$ cat config.mk
export PLATFORM = sky130hd
export DESIGN_NAME = weight_tile_loader
export DESIGN_NICKNAME = d
export VERILOG_FILES = /design/src/rtl/weight_pkg.sv /design/src/rtl/weight_tile_assembler.sv /design/src/rtl/weight_tile_loader.sv
export SDC_FILE = /design/constraint.sdc
export NUM_CORES = 2
export LEC_CHECK = 0
export ABC_AREA = 1
export CAP_MARGIN = 20
export CORE_ASPECT_RATIO = 1.2
export CORE_MARGIN = 2
export CORE_UTILIZATION = 25
export CTS_BUF_LIST = sky130_fd_sc_hd__clkbuf_4 sky130_fd_sc_hd__clkbuf_8 sky130_fd_sc_hd__clkbuf_16
export DETAILED_ROUTE_END_ITERATION = 10
export PLACE_DENSITY = 0.44
export SYNTH_ARGS = -nofsm -noshare
export SYNTH_HDL_FRONTEND = slang
export SYNTH_SLANG_ARGS = --single-unit
$ cat constraint.sdc
create_clock -name clk -period 41.7 [get_ports clk]
set_clock_uncertainty 0.1 [all_clocks]
set_input_delay 6.255 -clock clk [delete_from_list [all_inputs] [get_ports clk]]
set_output_delay 6.255 -clock clk [all_outputs]
set_load 0.02 [all_outputs]
$ cat src/rtl/weight_pkg.sv
// Shared types and sizes for the weight tile loader.
// Tile type and loader FSM states.
package weight_pkg;

  localparam int ELEM_W = 12;
  localparam int TILE   = 6;
  localparam int TILE_N = TILE * TILE;
  localparam int PAIR_N = 2 * TILE_N;

  typedef logic signed [TILE-1:0][TILE-1:0][ELEM_W-1:0] tile_t;

  typedef enum logic [1:0] {
    IDLE,
    FILL,
    WRITE,
    DONE
  } state_e;

endpackage

$ cat src/rtl/weight_tile_assembler.sv
// Builds one TILE x TILE weight tile, one element per write.
// Linear index maps row-major onto the tile register.
module weight_tile_assembler #(
  parameter int ELEM_W = weight_pkg::ELEM_W,
  parameter int TILE   = weight_pkg::TILE
) (
  input  logic                                       clk,
  input  logic                                       reset,
  input  logic                                       we_i,
  input  logic [$clog2(TILE*TILE)-1:0]               idx_i,
  input  logic signed [ELEM_W-1:0]                   data_i,
  output logic signed [TILE-1:0][TILE-1:0][ELEM_W-1:0] tile_o
);

  import weight_pkg::*;

  localparam int IDX_W = $clog2(TILE * TILE);

  logic signed [TILE-1:0][TILE-1:0][ELEM_W-1:0] tile_q;
  logic signed [TILE-1:0][TILE-1:0][ELEM_W-1:0] tile_d;
  logic [IDX_W-1:0] row;
  logic [IDX_W-1:0] col;

  // Split the linear index into row and column.
  always_comb begin
    row = idx_i / IDX_W'(TILE);
    col = idx_i % IDX_W'(TILE);
  end

  // Overwrite only the addressed element; all others hold.
  always_comb begin
    tile_d = tile_q;
    if (we_i) begin
      for (int r = 0; r < TILE; r++) begin
        for (int c = 0; c < TILE; c++) begin
          if (row == IDX_W'(r) && col == IDX_W'(c)) begin
            tile_d[r][c] = data_i;
          end
        end
      end
    end
  end

  // Tile storage, cleared by reset.
  always_ff @(posedge clk or posedge reset) begin
    if (reset) begin
      tile_q <= '0;
    end else begin
      tile_q <= tile_d;
    end
  end

  assign tile_o = tile_q;

endmodule

$ cat src/rtl/weight_tile_loader.sv
// Streams weight elements into tile pairs and writes
// each completed pair to weight memory in one cycle.
module weight_tile_loader #(
  parameter int ELEM_W = weight_pkg::ELEM_W,
  parameter int TILE   = weight_pkg::TILE
) (
  input  logic                                         clk,
  input  logic                                         reset,
  input  logic                                         start_i,
  input  logic [7:0]                                   num_pairs_i,
  input  logic [7:0]                                   base_addr_i,
  input  logic                                         in_valid_i,
  input  logic signed [ELEM_W-1:0]                     in_data_i,
  output logic                                         in_ready_o,
  output logic                                         mem_we_o,
  output logic [7:0]                                   mem_addr_o,
  output logic signed [TILE-1:0][TILE-1:0][ELEM_W-1:0] mem_wdata_1_o,
  output logic signed [TILE-1:0][TILE-1:0][ELEM_W-1:0] mem_wdata_2_o,
  output logic                                         busy_o,
  output logic                                         done_o
);

  import weight_pkg::*;

  localparam int T_N   = TILE * TILE;
  localparam int P_N   = 2 * T_N;
  localparam int CNT_W = $clog2(P_N);
  localparam int IDX_W = $clog2(T_N);

  state_e           state_q, state_d;
  logic [CNT_W-1:0] cnt_q, cnt_d;
  logic [7:0]       pair_q, pair_d;
  logic [7:0]       num_q, num_d;
  logic [7:0]       base_q, base_d;

  logic             xfer;
  logic             sel_1;
  logic             we_1;
  logic             we_2;
  logic [IDX_W-1:0] idx_1;
  logic [IDX_W-1:0] idx_2;

  // Route each accepted element to the first or second tile.
  always_comb begin
    xfer  = (state_q == FILL) && in_valid_i;
    sel_1 = cnt_q < CNT_W'(T_N);
    we_1  = xfer && sel_1;
    we_2  = xfer && !sel_1;
    idx_1 = IDX_W'(cnt_q);
    idx_2 = IDX_W'(cnt_q - CNT_W'(T_N));
  end

  weight_tile_assembler #(
    .ELEM_W (ELEM_W),
    .TILE   (TILE)
  ) u_tile_1 (
    .clk    (clk),
    .reset  (reset),
    .we_i   (we_1),
    .idx_i  (idx_1),
    .data_i (in_data_i),
    .tile_o (mem_wdata_1_o)
  );

  weight_tile_assembler #(
    .ELEM_W (ELEM_W),
    .TILE   (TILE)
  ) u_tile_2 (
    .clk    (clk),
    .reset  (reset),
    .we_i   (we_2),
    .idx_i  (idx_2),
    .data_i (in_data_i),
    .tile_o (mem_wdata_2_o)
  );

  // Next state, job counters and handshake outputs.
  always_comb begin
    state_d    = state_q;
    cnt_d      = cnt_q;
    pair_d     = pair_q;
    num_d      = num_q;
    base_d     = base_q;
    in_ready_o = 1'b0;
    mem_we_o   = 1'b0;
    mem_addr_o = 8'd0;
    busy_o     = 1'b1;
    done_o     = 1'b0;
    unique case (state_q)
      IDLE: begin
        busy_o = 1'b0;
        if (start_i) begin
          num_d   = num_pairs_i;
          base_d  = base_addr_i;
          pair_d  = 8'd0;
          cnt_d   = '0;
          state_d = (num_pairs_i != 8'd0) ? FILL : DONE;
        end
      end
      FILL: begin
        in_ready_o = 1'b1;
        if (in_valid_i) begin
          if (cnt_q == CNT_W'(P_N - 1)) begin
            cnt_d   = '0;
            state_d = WRITE;
          end else begin
            cnt_d = cnt_q + 1'b1;
          end
        end
      end
      WRITE: begin
        mem_we_o   = 1'b1;
        mem_addr_o = base_q + pair_q;
        if (pair_q == num_q - 8'd1) begin
          state_d = DONE;
        end else begin
          pair_d  = pair_q + 8'd1;
          state_d = FILL;
        end
      end
      DONE: begin
        done_o  = 1'b1;
        state_d = IDLE;
      end
      default: begin
        state_d = IDLE;
      end
    endcase
  end

  // Job state registers.
  always_ff @(posedge clk or posedge reset) begin
    if (reset) begin
      state_q <= IDLE;
      cnt_q   <= '0;
      pair_q  <= 8'd0;
      num_q   <= 8'd0;
      base_q  <= 8'd0;
    end else begin
      state_q <= state_d;
      cnt_q   <= cnt_d;
      pair_q  <= pair_d;
      num_q   <= num_d;
      base_q  <= base_d;
    end
  end

endmodule
==> impl_metrics.toml <==
[outcome]
outcome = "finished, final reports clean"

[placement]
dp.cells = 6903
dp_slack_ps = 30800
io_buffers = 907
dp_hpwl_mm = 107
dpl_cell_area_um2 = 48200
finalWeightedCongestion = 0.793

[timing]
timing.final.hold_violations = 0
fin_crit_sh = 0.239
max_clock_freq_mhz = 100
fin_crit_ps = 9970
grt_setup_unrepaired = "no"
whs_ps = 366
fin_tns_setup_ps = 0
slew_violations = 0
max_slew.worst_pin.slew_ps = 1040
setup_slack_ps = 31730
relSlewSlack = 0.306
finalSetupViolations = 0

[power_and_ir_drop]
swShare = 0.437
power.switching_mw = 1.58
cellInternalPower_mw = 2.04
pwr-share-seq = 0.314
p_clk_frac = 0.272
pwr-share-comb = 0.414
finalPower_mw = 3.62
leakagePower_nw = 25.9
power-per-cell-area_nw_per_um2 = 69.7
vdd_drop_max_mv = 0.104

[drt]
antenna_left = 0
wl_met2_mm = 79.6
met3_wirelength_mm = 13.6
wirelength_mm = 170
num_vias = 33300
met1Wirelength_mm = 70.6
vias_per_cell = 4.70
dr.pass1.iters = 5
dr.max_layer_used = "met4"
wl_per_cell_um = 23.9
drtIter0Drc = 2866
drc = 0

[logic_synthesis]
synth_cell_type_count = 41
syn_nets = 4397
synth-edff-count = 0
syn_area_per_cell_um2 = 8.74
synth_seq_cells = 897
yosys_warnings = 0
async_flop_share = 1.00
ys_seq_area_frac = 0.591
synthesis.area_um2 = 38000
syn_inst = 4346
synth-main-ff-cell = "dfrtp_1"

[cts]
numCtsBuffers = 102
clock_path_buffers = 3
h-tree-depth = 3
cts_resized = 0
ctsHoldBuffers = 0
clkTransAtPathRegs_ps = 60
insertion_delay_ps = 740
cts_setup_buffers = 0
cts_tree = "built"
cts_sinks = 897
root_buffer = "clkbuf_16"

[grt]
grt_pass1_wl_mm = 245
grt_overflow = 0
grt_max_degree = 157
antenna_found_initial = 3
track_usage = 0.214
grt_pass1_vias = 32900

[final_layout]
finalInstanceArea_um2 = 51900
num-nets-final = 5083
instances_no_fill = 7093
final_cell_mix = "1894 x nand2_1, 897 x dfrtp_1, 895 x clkdlybuf4s50_1"
syn_to_final_growth_pct = 36.6
final_common_cell = "nand2_1"
drive_above_1_share = 0.0676
final_util = 0.344

[critical_path]
cp_max_fo = 124
cp_slowest_cell = "buf_4"
cp.arrival_ps = 10650
cp_slowest_stage_delay_ps = 820
cpMostUsedCell = "buf_4"
critPathKind = "in -> async"
cp-end-kind = "asynchronous set/reset pin"
critPathLaunchType = "primary input"
critPathRequiredTime_ps = 42380
cp_cell_sequence = "clkdlybuf4s50_1, inv_8, buf_4, buf_4, buf_4, buf_4"

[die]
dieHeight_um = 431
ios = 908
start_util = 0.252
dieArea_um2 = 155000
core.rowCount = 156
die_w_um = 360
core-area_um2 = 151000

[min_path]
hp-class = "reg -> reg"

[job]
cap_violations = 0
flip-flops by register name (all words and copies together), names as in the netlist:
register         cells
state_q              2
cnt_q                7
u_tile_1.tile_o    432
u_tile_2.tile_o    432
num_q                8
pair_q               8
base_q               8
power groups by stage:
stage | Combinational, mW | Clock, mW | Sequential, mW
floorplan | 0.768 | 0 | 1.29
global placement | 1.51 | 0 | 1.15
detailed placement | 1.51 | 0 | 1.15
CTS | 1.51 | 1.01 | 1.13
global route | 1.61 | 1.04 | 1.15
finish | 1.50 | 0.985 | 1.13
Yosys cell counts, drive strengths merged (2+ instances only):
master	instances	share of area
a31oi	4	0.00066
ha	18	0.0059
buf	265	0.039
clkbuf	126	0.012
a21oi	16	0.0023
nand3	698	0.094
inv	56	0.0056
nor4	2	0.00033
xnor2	4	0.00092
nor3	16	0.0025
nor2	52	0.0082
xor2	14	0.0032
dfrtp	897	0.59
o31ai	5	0.00099
o21ai	17	0.0026
nand2	1921	0.19
nand4	224	0.037
clkinv	2	0.00020
area by class of cell:
type                    count  area [µm²]
clock buffers             159        3260
multi-input cells        3000       13500
clock inverters            29         414
well taps                1975        2470
diodes                      2        5.00
fillers                 15500       98800
flip-flops and latches    897       22400
repair buffers            973        9580
inverters                  58         228
worst max-delay path, delay by kind of cell:
| family | cells | cell delay, ps |
|---|---|---|
| buffers and inverters | 6 | 4020 |
path summary, 6_finish.rpt:
check	from	to	slack, ps	cells after the start
min reg2reg	u_tile_1.tile_o[390]	u_tile_1.tile_o[390]	370	2
min	u_tile_1.tile_o[390]	u_tile_1.tile_o[390]	370	2
max in group clk	pair_q[2]	mem_addr_o[7]	31780	17
max	reset	u_tile_2.tile_o[308]	31730	6
max reg2reg	cnt_q[2]	u_tile_2.tile_o[219]	36280	25
min in group asynchronous	reset	u_tile_1.tile_o[118]	5970	2
cells by family after synthesis:
group / Yosys count / share of synthesized area
AOI/OAI and AO/OA: 48 / 0.00784
xor gates and xnor gates: 18 / 0.00415
DFF: 897 / 0.591
and+or+nand+nor: 2915 / 0.334
buffers and inverters: 449 / 0.0568
adders and majority gates: 19 / 0.00646
routing by layer:
| layer | up-vias | global-route usage |
|---|---|---|
| met5 | - | 0 |
| met4 | 0 | 0.0814 |
| met3 | 229 | 0.0670 |
| met2 | 1166 | 0.343 |
| met1 | 16500 | 0.269 |
| li1 | 15500 | - |
(Power assumes the default switching activity.)
